## src/rtl/ifu_fetch.sv

```systemverilog
// Instruction-fetch stage: issues one imem request at a time and pairs each
// returned word with its PC. Pairs are buffered in a small FIFO toward decode.
module ifu_fetch #(
  parameter int unsigned CPU_WIDTH  = 64,
  parameter int unsigned INST_WIDTH = 32,
  parameter int unsigned FIFO_DEPTH = 2
) (
  input  logic                  clk,
  input  logic                  rst,
  input  logic                  pc_ena,
  input  logic [CPU_WIDTH-1:0]  pc_in,
  input  logic                  pc_no_use,
  input  logic                  flush,
  output logic                  fetch_stall,
  output logic                  imem_req_valid,
  input  logic                  imem_req_ready,
  output logic [CPU_WIDTH-1:0]  imem_req_addr,
  input  logic                  imem_resp_valid,
  input  logic [INST_WIDTH-1:0] imem_resp_data,
  output logic                  if_valid,
  input  logic                  if_ready,
  output logic [CPU_WIDTH-1:0]  if_pc,
  output logic [INST_WIDTH-1:0] if_inst
);

  localparam int unsigned PTR_W = (FIFO_DEPTH > 1) ? $clog2(FIFO_DEPTH) : 1;
  localparam int unsigned CNT_W = PTR_W + 1;

  typedef enum logic [1:0] {
    IDLE,
    REQ,
    WAIT
  } state_t;

  state_t                state;
  state_t                state_nxt;
  logic [CPU_WIDTH-1:0]  req_pc;
  logic                  discard;

  logic [CPU_WIDTH-1:0]  fifo_pc   [FIFO_DEPTH];
  logic [INST_WIDTH-1:0] fifo_inst [FIFO_DEPTH];
  logic [PTR_W-1:0]      wr_ptr;
  logic [PTR_W-1:0]      rd_ptr;
  logic [CNT_W-1:0]      fifo_count;

  logic                  outstanding;
  logic [CNT_W-1:0]      occupancy;
  logic                  space;
  logic                  can_issue;
  logic                  resp_hit;
  logic                  push;
  logic                  pop;

  // A slot is reserved while a request is in flight, so a push never overflows.
  assign outstanding = (state != IDLE);
  assign occupancy   = fifo_count + CNT_W'(outstanding);
  assign space       = (occupancy < CNT_W'(FIFO_DEPTH));

  assign can_issue = ~rst & pc_ena & ~pc_no_use & ~flush & space &
                     ((state == IDLE) | ((state == WAIT) & imem_resp_valid));

  assign resp_hit = (state == WAIT) & imem_resp_valid;
  assign push     = resp_hit & ~discard & ~flush;
  assign pop      = if_valid & if_ready & ~flush;

  always_ff @(posedge clk or posedge rst) begin
    if (rst) begin
      state <= IDLE;
    end else begin
      state <= state_nxt;
    end
  end

  always_comb begin
    state_nxt = state;
    unique case (state)
      IDLE: if (can_issue) state_nxt = REQ;
      REQ:  if (imem_req_ready) state_nxt = WAIT;
      WAIT: if (imem_resp_valid) state_nxt = can_issue ? REQ : IDLE;
      default: state_nxt = IDLE;
    endcase
  end

  always_comb begin
    imem_req_valid = (state == REQ);
    imem_req_addr  = {req_pc[CPU_WIDTH-1:2], 2'b00};
    fetch_stall    = ~can_issue;
  end

  // A flush cannot cancel a request already in flight; its response is
  // marked for dropping instead, unless it lands in the flush cycle itself.
  always_ff @(posedge clk or posedge rst) begin
    if (rst) begin
      req_pc  <= '0;
      discard <= 1'b0;
    end else begin
      if (can_issue) begin
        req_pc <= pc_in;
      end
      if (resp_hit) begin
        discard <= 1'b0;
      end else if (flush && outstanding) begin
        discard <= 1'b1;
      end
    end
  end

  always_ff @(posedge clk or posedge rst) begin
    if (rst) begin
      wr_ptr     <= '0;
      rd_ptr     <= '0;
      fifo_count <= '0;
      for (int unsigned i = 0; i < FIFO_DEPTH; i++) begin
        fifo_pc[i]   <= '0;
        fifo_inst[i] <= '0;
      end
    end else if (flush) begin
      wr_ptr     <= '0;
      rd_ptr     <= '0;
      fifo_count <= '0;
    end else begin
      if (push) begin
        fifo_pc[wr_ptr]   <= req_pc;
        fifo_inst[wr_ptr] <= imem_resp_data;
        wr_ptr            <= wr_ptr + PTR_W'(1);
      end
      if (pop) begin
        rd_ptr <= rd_ptr + PTR_W'(1);
      end
      unique case ({push, pop})
        2'b10:   fifo_count <= fifo_count + CNT_W'(1);
        2'b01:   fifo_count <= fifo_count - CNT_W'(1);
        default: fifo_count <= fifo_count;
      endcase
    end
  end

  always_comb begin
    if_valid = (fifo_count != '0);
    if_pc    = fifo_pc[rd_ptr];
    if_inst  = fifo_inst[rd_ptr];
  end

endmodule

```

## config.mk

```make
export PLATFORM = sky130hd
export DESIGN_NAME = ifu_fetch
export DESIGN_NICKNAME = d
export VERILOG_FILES = /design/src/rtl/ifu_fetch.sv
export SDC_FILE = /design/constraint.sdc
export NUM_CORES = 1
export LEC_CHECK = 0
export ABC_AREA = 1
export BUFFER_PORTS_ARGS = -buffer_cell sky130_fd_sc_hd__buf_2
export CORE_MARGIN = 5
export CORE_UTILIZATION = 40
export CTS_CLUSTER_DIAMETER = 120
export DETAILED_ROUTE_END_ITERATION = 8
export GPL_TIMING_DRIVEN = 0
export PLACE_DENSITY = 0.65
export SLEW_MARGIN = 15
export SYNTH_ARGS = -nofsm -noshare
export SYNTH_HDL_FRONTEND = slang
export SYNTH_SLANG_ARGS = --single-unit
export TNS_END_PERCENT = 10
```

## constraint.sdc

```tcl
create_clock -name clk -period 8.1 [get_ports clk]
set_input_delay 0.405 -clock clk [delete_from_list [all_inputs] [get_ports clk]]
set_output_delay 0.405 -clock clk [all_outputs]
set_load 0.01 [all_outputs]
```

---- Word-level counts from Yosys, hierarchy flattened ----
Cells that the tools add are included.
cells by class
  bitwise gates (word level) .............. 18
  muxes and demuxes ....................... 25
  reductions and logical operators ........ 11
  magnitude comparators ................... 4
  add/subtract/negate cells ............... 5
  divide/modulo/power cells ............... 0
  multipliers ............................. 0
  shift-type cells ........................ 0
  equal/unequal tests ..................... 7
operator list
  cell                 number
  $mux 64              4
  $bwmux 128           1
  $mux 32              4
  $bwmux 64            1
  $demux 64 s1         1
  $demux 32 s1         1
  $and 1x1->1          10
  $reduce_bool 2->1    5
  $mux 2               4
  $mux 1               7
  $pmux 2 s3           1
  $not 1->1            5
  $eq 2x1->1 const B   2
  $eq 2x2->1 const B   2
  $ge 2x2->1 const B   2
  $ne 2x2->1 const B   2
  $not 1->2            2
  $pmux 2 s2           1
  $reduce_and 3->1     1
  $reduce_bool 3->1    1
  $add 1x1->1 const B  2
  $add 2x1->2          1
  $add 2x1->2 const B  1
  $logic_and 1x1->1    2
  other kinds (7)      7
word-level totals
  register bits ........................... 263
  memories ................................ 0
  input port bits ......................... 104
  memory bits (read-only) ................. 0
  logic and storage cells ................. 80
  latch bits .............................. 0
  RAM bits ................................ 0

---- Logic depth before layout (Yosys ltp) ----
  depth in word-level cells ............... 9
  mapped depth ............................ 9

---- Least setup slack after synthesis ----
OpenSTA, ideal clock, no wires.
  kind .................................... flip-flop to output port
  from .................................... register rd_ptr
  to ...................................... output port if_pc[10]
  buffers on the path ..................... 3
  data arrival time ....................... 1.189 ns
  setup slack ............................. 6.506 ns
  cell stages (with the launch flop) ...... 7
  cell sequence ........................... dfrtp_1 > buf_2 > inv_2 > buf_2 > buf_1 > nand2_1 > nand2_1
on the way
  cells in the longest elaborated chain, start to end .. 4
RTL lines
  item                                        line  text
  from (decl)                                 43    logic [PTR_W-1:0] rd_ptr;
  from (signal assigned)                      128   rd_ptr <= rd_ptr + PTR_W'(1);
  $not 1->2 (not written as such)             140   if_pc = fifo_pc[rd_ptr];
  $mux 64 (not written as such) (3 in a row)  140
  to (decl)                                   22    output logic [CPU_WIDTH-1:0] if_pc,
No other way between the ends. The select of a mux whose other input is x is not followed.

---- Final worst setup path ----
  from .................................... register rd_ptr
  to ...................................... output port if_pc[29]
Same word-level chain as after synthesis.

==> results.cfg <==
[global_route]
antenna_found_initial = 1
grt_overflow = 0
grt_pass1_vias = 10400
track_usage = 0.203
grt_pass1_wl_mm = 55.1
grt_max_degree = 102

[worst_setup_path]
worstSetupPathType = flip-flop to output port
cp-start-kind = flip-flop
arrival_ns = 2.36
r2r_slack_ns = 6.34
crit_path_max_fanout = 10
cp-end-kind = output port
crit_required_ns = 7.70

[clock_network]
clockBufferDepth = 3
cts_max_level = 1
clock_sinks = 263
cts_buffers = 29
cts_setup_buffers = 0
clk_pin_slew_worst_paths_ns = 0.06
cts_tree = yes
clk_latency_ns = 0.53
ctsHoldBuffers = 0
root_buffer = clkbuf_16
cts_resized = 0

[placement]
globalplace.congestion = 0.813
place_area_sq_um = 13600
dp_hpwl_mm = 24.0
dp_slack_ns = 5.85
io_buffer_count = 264

[timing]
fmax_ghz = 0.362
fin_worst_skew_ns = 0.0137
worst_pin_slew_ns = 0.909
fin_crit_ns = 2.76
finalCritPeriodShare = 0.341
finalMaxSlewViolations = 0
fin_ws_ns = 5.34
relSlewSlack = 0.394
hold_slack_ns = -0.00136
rsz0062_at_grt = false
hold_viol = 1
setup_viol = 0
tns_ns = 0

[cells_and_area]
regArea_sq_um = 6580
layout-drive-gt1-share = 0.256
multiInputGateArea_sq_um = 3850
utilization = 0.505
area_delta_synth_final_pct = 23.9
fin_nets = 1835
final_area_sq_um = 14600
n_fill_cell = 2869
final_common_cell = nand2_1
most-common-layout-cells = nand2_1, buf_2, dfrtp_1, o21ai_1, inv_1

[synthesis]
netlist_instances = 1433
synth_top_area_share = 0.559
yosys.area.top_type = dfrtp_1
synth_cell_types = 21
ys_top_cells_by_area = dfrtp_1, nand2_1, o21ai_1, buf_4, nand4_1
synth_edf_count = 0
syn-cell-area_sq_um = 11800
synth_flop_cell = dfrtp_1
synth-seq-area-share = 0.559
synth.avg_cell_area_sq_um = 8.21
yosys_warnings = 0
async_flop_share = 1.00
ys_ff_latch = 263

[floorplanning]
die_y_microns = 182
start_util = 0.408
coreArea_sq_um = 28900
rows = 62
die_area_sq_um = 33000
num_io_pins = 267
die_w_microns = 182

[worst_hold_path]
hp-class = input port to async pin

[route]
finalWirelength_mm = 33.8
via_per_inst = 4.77
met3WireLength_mm = 1.79
drt_iter0_markers = 693
wl_met1_mm = 14.9
firstDrtPassIters = 5
postRouteAntennaNets = 0
via_count = 10200
routed_wire_length_per_instance_microns = 15.8
drc = 0
wl_met2_mm = 16.0
highest_layer = met4

[run_status]
status = complete, but fails checks
violations = negative hold slack

[power]
ir_worst_vdd_mv = 0.172
power_leakage_nw = 8.08
cellPowerDensity_nw_per_um2 = 316

[run]
cap_violations = 0
-- power by group --
group	leakage [nW]	switching (W)	internal, W	total [W]
clock network	0.463	0.000502	0.000795	0.00130
registers	3.55	0.000229	0.00163	0.00186
logic	4.06	0.000841	0.000622	0.00146
total	8.08	0.00157	0.00304	0.00461
-- cell usage after synthesis (all sizes together), types with 2 or more instances --
| library cell | instances |
|---|---|
| o31ai | 2 |
| clkbuf | 15 |
| nor2 | 7 |
| nand2 | 625 |
| o21ai | 195 |
| buf | 140 |
| nand4 | 65 |
| inv | 108 |
| dfrtp | 263 |
| nand3 | 9 |
-- logic make-up (layout without fill, tap and decap cells) --
| group | count (synthesis) | after routing | share of synthesized area |
|---|---|---|---|
| simple gates | 707 | 707 | 0.241 |
| flops | 263 | 263 | 0.559 |
| buf+inv | 263 | 577 | 0.114 |
| compound gates | 199 | 199 | 0.0854 |
| other cells | 1 | 3 | 0.000319 |
-- through the flow --
stage               instances  total power, W  hold slack (ns)
finish                   2133         0.00461         -0.00136
global route             2133         0.00493           0.0409
CTS                      2132         0.00467           0.0233
detailed placement       2084         0.00335            0.463
global placement         2082         0.00333            0.456
floorplan                1434         0.00277            0.442
-- cell type report --
class,instances,area share
Sequential cell,263,0.451
Multi-Input combinational cell,908,0.264
Timing Repair Buffer,266,0.0944
Buffer,155,0.0644
Clock buffer,45,0.0601
Tap cell,384,0.0329
Inverter,108,0.0283
Clock inverter,3,0.00446
Antenna cell,1,0.000172
-- sequential cells by signal, summed over array words and instances, names as in the netlist --
signal	count
discard	1
fifo_count	2
fifo_inst	64
fifo_pc	128
rd_ptr	1
req_pc	64
state	2
wr_ptr	1
-- worst paths after layout --
path                                       to  cells after the start            from
max in group asynchronous          req_pc[47]                      4             rst
worst max-delay path                if_pc[29]                      7          rd_ptr
worst min register to register       state[1]                      1        state[0]
min in group clk                     state[0]                      2  imem_req_ready
worst max register to register     req_pc[63]                      7        state[1]
worst min-delay path            fifo_inst[51]                      2             rst
-- critical path: stages, from the launching register on --
cell	delay (ns)
dfrtp_1	0.35
buf_2	0.19
inv_2	0.14
buf_2	0.31
buf_1	0.44
nand2_1	0.10
nand2_1	0.14
buf_2	0.16
-- routing by layer --
| layer | vias to the layer above | global-route usage |
|---|---|---|
| met4 | 0 | 0.0648 |
| met1 | 4762 | 0.274 |
| met3 | 64 | 0.0316 |
| met2 | 303 | 0.340 |
| li1 | 5046 | - |
| met5 | - | 0 |
No activity file was read; power rests on OpenSTA's default activity.
